**config.mk**
```make
export PLATFORM = sky130hd
export DESIGN_NAME = nios2_freertos_key_in
export DESIGN_NICKNAME = d
export VERILOG_FILES = /design/src/rtl/nios2_freertos_key_in.sv
export SDC_FILE = /design/constraint.sdc
export NUM_CORES = 1
export LEC_CHECK = 0
export ABC_AREA = 1
export ABC_CLOCK_PERIOD_IN_PS = 1620
export CORE_ASPECT_RATIO = 0.8
export CORE_MARGIN = 2
export CORE_UTILIZATION = 37
export DETAILED_ROUTE_END_ITERATION = 10
export PLACE_DENSITY = 0.86
export RECOVER_POWER = 25
export REMOVE_ABC_BUFFERS = 1
export SLEW_MARGIN = 10
export SYNTH_ARGS = -nofsm -noshare
export SYNTH_HDL_FRONTEND = slang
export SYNTH_SLANG_ARGS = --single-unit
```
**constraint.sdc**
```tcl
create_clock -name clk -period 1.62 [get_ports clk]
set_input_delay 0.243 -clock clk [delete_from_list [all_inputs] [get_ports clk]]
set_output_delay 0.243 -clock clk [all_outputs]
set_load 0.01 [all_outputs]
```
**src/rtl/nios2_freertos_key_in.sv**
```systemverilog
// nios2_freertos_key_in: synchronised PIO input port with edge capture, IRQ mask and Avalon-MM readback
module nios2_freertos_key_in #(
    parameter int WIDTH       = 4,
    parameter int EDGE_TYPE   = 1,
    parameter int RESET_LEVEL = 1
) (
    input  logic             clk,
    input  logic             reset_n,
    input  logic [1:0]       address,
    input  logic             chipselect,
    input  logic             write_n,
    input  logic [31:0]      writedata,
    input  logic [WIDTH-1:0] in_port,
    output logic [31:0]      readdata,
    output logic             irq
);
    localparam logic [WIDTH-1:0] IDLE = (RESET_LEVEL != 0) ? '1 : '0;

    logic [WIDTH-1:0] s1_q, s2_q, d3_q;
    logic [WIDTH-1:0] mask_q, mask_d;
    logic [WIDTH-1:0] cap_q, cap_d;
    logic [WIDTH-1:0] edge_det, clr;
    logic             wr;
    logic             unused_writedata;

    assign unused_writedata = ^writedata;

    // edge select on the synchronised stream, then write decode and capture/mask next state
    always_comb begin
        edge_det = (EDGE_TYPE == 0) ? (s2_q & ~d3_q) :
                   (EDGE_TYPE == 1) ? (~s2_q & d3_q) : (s2_q ^ d3_q);
        wr       = chipselect & ~write_n;
        clr      = (wr && address == 2'd3) ? writedata[WIDTH-1:0] : '0;
        cap_d    = (cap_q & ~clr) | edge_det;
        mask_d   = (wr && address == 2'd2) ? writedata[WIDTH-1:0] : mask_q;
    end

    // synchroniser, delay flop and control registers; reset overrides writes and captures
    always_ff @(posedge clk) begin
        if (!reset_n) begin
            s1_q   <= IDLE;
            s2_q   <= IDLE;
            d3_q   <= IDLE;
            mask_q <= '0;
            cap_q  <= '0;
        end else begin
            s1_q   <= in_port;
            s2_q   <= s1_q;
            d3_q   <= s2_q;
            mask_q <= mask_d;
            cap_q  <= cap_d;
        end
    end

    // zero-latency readback, zero-extended above WIDTH
    always_comb begin
        readdata              = '0;
        readdata[WIDTH-1:0]   = (address == 2'd0) ? s2_q :
                                (address == 2'd2) ? mask_q :
                                (address == 2'd3) ? cap_q : '0;
    end

    assign irq = |(cap_q & mask_q);
endmodule

```
==> results of run 1 <==
==> synth_stat cells, drive strengths merged <==
master and n:
clkinv 1, buf 30, nor2 12, conb 1, nand3 16, nand2 47
nand4 1, inv 24, dfxtp 20
==> final cells by class <==
class	count	area, µm²
Timing Repair Buffer	22	199
Tap cell	38	47.5
Clock inverter	1	30.0
Sequential cell	20	402
Fill cell	304	1500
Multi-Input combinational cell	104	425
Inverter	25	95.1
Clock buffer	3	22.5
==> worst paths after layout <==
check | startpoint | end | slack [ns]
max reg2reg | cap_q[0] | cap_q[0] | 0.96
min | s1_q[2] | s2_q[2] | 0.41
max | address[0] | readdata[0] | 0.18
min reg2reg | s1_q[2] | s2_q[2] | 0.41
==> routing by layer <==
layer  GRT usage  vias to the layer above  wire length [µm]
li1            -                      439                 -
met1       0.136                      363               769
met2       0.186                       28               749
met3      0.0419                        2               135
met4      0.0326                        0                11
met5           0                        -                 0
==> power by group through the flow <==
| stage | clock (µW) | combinational, µW | sequential [µW] |
|---|---|---|---|
| floorplan | 0 | 81.9 | 532 |
| global placement | 0 | 156 | 534 |
| detailed placement | 0 | 157 | 535 |
| CTS | 415 | 151 | 524 |
| global route | 432 | 171 | 527 |
| finish | 404 | 149 | 524 |
==> sequential cells by signal, indices dropped and copies added (netlist names) <==
register  cells
cap_q         4
d3_q          4
mask_q        4
s1_q          4
s2_q          4
==> worst max-delay path, delay by kind of cell <==
family / cells / cell delay (ns)
buf+inv: 3 / 0.69
simple gates: 3 / 0.27
==> cell families (layout without fill, tap and decap cells) <==
group,Yosys count,after routing,synth area share
and+or+nand+nor,76,76,0.308
buffers and inverters,55,51,0.303
DFF,20,20,0.385
other,1,28,0.00361
==> through the flow <==
step	setup WS [ns]	instance area [µm²]	util	hold slack, ns	std cells
after floorplan	0.777	921	-	0.312	149
after global placement	-0.322	1180	0.433	0.382	209
after detailed placement	-0.319	1180	0.433	0.389	209
after CTS	0.171	1220	0.449	0.417	213
after global routing	0.0860	1220	0.449	0.450	213
final	0.179	1220	0.449	0.413	213
==> flow_summary.toml, run 1 <==
[die]
die_w_um = 63.3
die_h_um = 51.4
io_pins = 75
core_area_mm2 = 0.00272
start_util = 0.382
rows = 17
dieArea_mm2 = 0.00325

[global_route]
first_global_vias = 679
overflow = 0
track_usage = 0.112
grt_max_degree = 25
antenna_found_initial = 0
grt_pass1_wl_mm = 2.82

[clock_tree]
post_cts_resized = 8
cts.sink_count = 20
clockRootBuffer = "clkbuf_4"
cts_tree = "done"
cts_hold_buf = 0
cts_buffer_depth = 2
numCtsBuffers = 3
cts_setup_buffers = 0
htreeDepth = 1
clock_latency_ns = 0.30
path_clk_slew_ns = 0.11

[sta]
timing.final.crit_share = 0.890
finClkSkew_ns = 0.00134
tns_ns = 0
drv_slew = 0
rsz0062_at_grt = "false"
setup_viol = 0
finalHoldViolations = 0
max_freq_ghz = 0.694
period_minus_slack_ns = 1.44

[worst_setup_path]
critPathLaunchType = "input pin"
arrival_ns = 1.20
cp_cell_sequence = "dlygate4sd2_1 > nand2_1 > clkinv_2 > nand2_1 > nand3_1 > dlygate4sd2_1"
cpPeakStageDelay_ns = 0.29
cp-end-kind = "primary output"
r2r_cells = 4
criticalPathCategory = "input pin to primary output"
cp_max_fo = 7
critical_path.slowest_cell = "dlygate4sd2_1"
required_ns = 1.38

[place]
io_buffers = 18
dp_hpwl_mm = 1.26
gp_congestion = 0.893

[detailed_routing]
drc_errors = 0
avgRoutedWirePerCell_um = 7.82
drt-pass1-iter-count = 5
via_count = 832
ant_nets = 0
drt_iter0_drc = 20
via_per_inst = 3.91
routed_wl_mm = 1.67

[power]
power.share.clock = 0.375
pwr-share-seq = 0.486
p_comb_frac = 0.138
vdd_drop_max_mv = 0.467
finalPower_uw = 1080
switching_share = 0.236
powerDensity_mw_per_mm2 = 882
cellLeakagePower_uw = 0.000694
intPower_uw = 823
switchingPower_uw = 254

[synthesis]
synthCells = 152
netlist_area_mm2 = 0.00104
yosysSeqAreaShare = 0.385
avgSynthCellArea_um2 = 6.84
ys_ff_latch = 20
yosys_warnings = 0
synth_top_area_share = 0.385
synth.distinct_cells = 13
synthTopCellsByArea = "dfxtp_1 (39%), buf_4 (20%), nand2_1 (17%), nand3_1 (7.7%), inv_1 (7.2%)"
yosys.area.top_type = "dfxtp_1"

[job]
drv_cap = 0

[cells_and_area]
nets = 218
syn_to_final_growth_pct = 17.4
final_common_cell = "nand2_1"
layout-drive-gt1-share = 0.0971
layout_common_cells = "nand2_1 (47), conb_1 (28), inv_1 (20)"
antennaDiodeCount = 0

[worst_hold_path]
hp-class = "register to register"
worstHoldPathCells = 2

[status]
status = "finished, final reports clean"
Note: power is estimated with default switching activity, not from simulation.
==> inputs of run 2 (changes only) <==
CORE_ASPECT_RATIO = 1.75   (was 0.8)
==> run 2 against run 1 <==
- sequential power about the same
- via count up 1.8%
- critical endpoint is now irq
- final cell count down 3.8%
- worst setup slack worse by 0.085 ns
- wire length down 2.0%
- largest power group unchanged
- core utilization up 2.5 points
- largest cell class unchanged
==> flow_summary.toml, run 2 (synthesis gave the netlist of run 1 again) <==
[worst_setup_path]
arrival_ns = 1.28
critPathLaunchType = "register"
cp-end-kind = "primary output"
required_ns = 1.38
cp_max_fo = 3
criticalPathCategory = "register to primary output"

[cells_and_area]
layout_common_cells = "nand2_1 (47), conb_1 (28), inv_1 (20)"
layout-drive-gt1-share = 0.129
nets = 221
syn_to_final_growth_pct = 22.5
antennaDiodeCount = 0
final_common_cell = "nand2_1"
fin_cells = 205

[sta]
period_minus_slack_ns = 1.53
finalHoldViolations = 0
finClkSkew_ns = 0.00241
timing.final.crit_share = 0.942
setup_viol = 0
worst_slack_ns = 0.0937
rsz0062_at_grt = "false"
drv_slew = 0
tns_ns = 0
max_freq_ghz = 0.655

[detailed_routing]
ant_nets = 0
via_per_inst = 4.13
drc_errors = 0
drt-pass1-iter-count = 4
via_count = 847
drt_iter0_drc = 8
avgRoutedWirePerCell_um = 7.96
routed_wl_mm = 1.63

[global_route]
overflow = 0
grt_pass1_wl_mm = 2.70
gr-usage-met1 = 0.0927
first_global_vias = 743
grt.busiest_layer = "met2"
antenna_found_initial = 0
track_usage = 0.107
grt_use_met2 = 0.217
grt_max_degree = 25
use_met3 = 0.0243

[clock_tree]
cts.sink_count = 20
cts_tree = "done"
htreeDepth = 1
cts_buffer_depth = 2
clockRootBuffer = "clkbuf_8"
numCtsBuffers = 3
clock_latency_ns = 0.25
path_clk_slew_ns = 0.07
cts_hold_buf = 0

[power]
powerDensity_mw_per_mm2 = 913
vdd_drop_max_mv = 0.590
finalPower_uw = 1160
cellLeakagePower_uw = 0.000744

[die]
io_pins = 75
core_area_mm2 = 0.00269
die_w_um = 44.1
die_h_um = 74.1
rows = 25
dieArea_mm2 = 0.00327
start_util = 0.387

[job]
drv_cap = 0

[place]
placed_cells = 199
io_buffers = 18
pre_cts_slack_ns = -0.358
gp_congestion = 0.806
dp_hpwl_mm = 1.28

[worst_hold_path]
hp-class = "register to register"

[status]
status = "finished, final reports clean"
run 2: cell types whose count changed in the layout (fill, tap and decap cells not counted), sizes merged:
cell / delta
buf: +3
clkdlybuf4s15: +2
clkdlybuf4s50: +1
dlygate4sd2: -6
dlymetal6s2s: +3
run 2: cell type report:
type | count | area (µm²)
Inverter | 25 | 95.1
Tap cell | 27 | 33.8
Clock buffer | 3 | 41.3
Fill cell | 273 | 1420
Timing Repair Buffer | 25 | 239
Sequential cell | 20 | 402
Multi-Input combinational cell | 104 | 433
Clock inverter | 1 | 30.0
run 2: repair_timing:
action | 4_1_cts | 5_1_grt
pin swaps | 1 | 0
gates resized for setup | 9 | 4
setup buffers | 2 | 0
endpoints found under the setup margin | 4 | 4
run 2: worst paths after layout:
| kind | from | end | slack (ns) | cells past startpoint |
|---|---|---|---|---|
| max | cap_q[3] | irq | 0.09 | 3 |
| min | s1_q[3] | s2_q[3] | 0.40 | 2 |
| max reg2reg | s2_q[2] | cap_q[2] | 0.99 | 3 |
| min reg2reg | s1_q[3] | s2_q[3] | 0.40 | 2 |
run 2: critical path, stage by stage (launching register included):
cell	delay (ns)
dfxtp_1	0.35
nand2_1	0.07
nand4_1	0.08
clkdlybuf4s50_1	0.53
run 2: routing by layer:
metal | wire length [µm] | share of wire
met1 | 590 | 0.36
met4 | 11 | 0.0067
met5 | 0 | 0
met3 | 130 | 0.080
met2 | 900 | 0.55
run 2: power by group:
part,switching (µW),internal (µW)
clock network,151,329
registers,9.98,513
logic,91.2,68.5
run 2: metrics by stage:
step	util	cell area [µm²]	hold WS, ns
after global placement	0.436	1170	0.381
after detailed placement	0.436	1170	0.387
final	0.473	1270	0.402
after floorplan	-	921	0.312
after CTS	0.471	1270	0.405
after global routing	0.473	1270	0.424
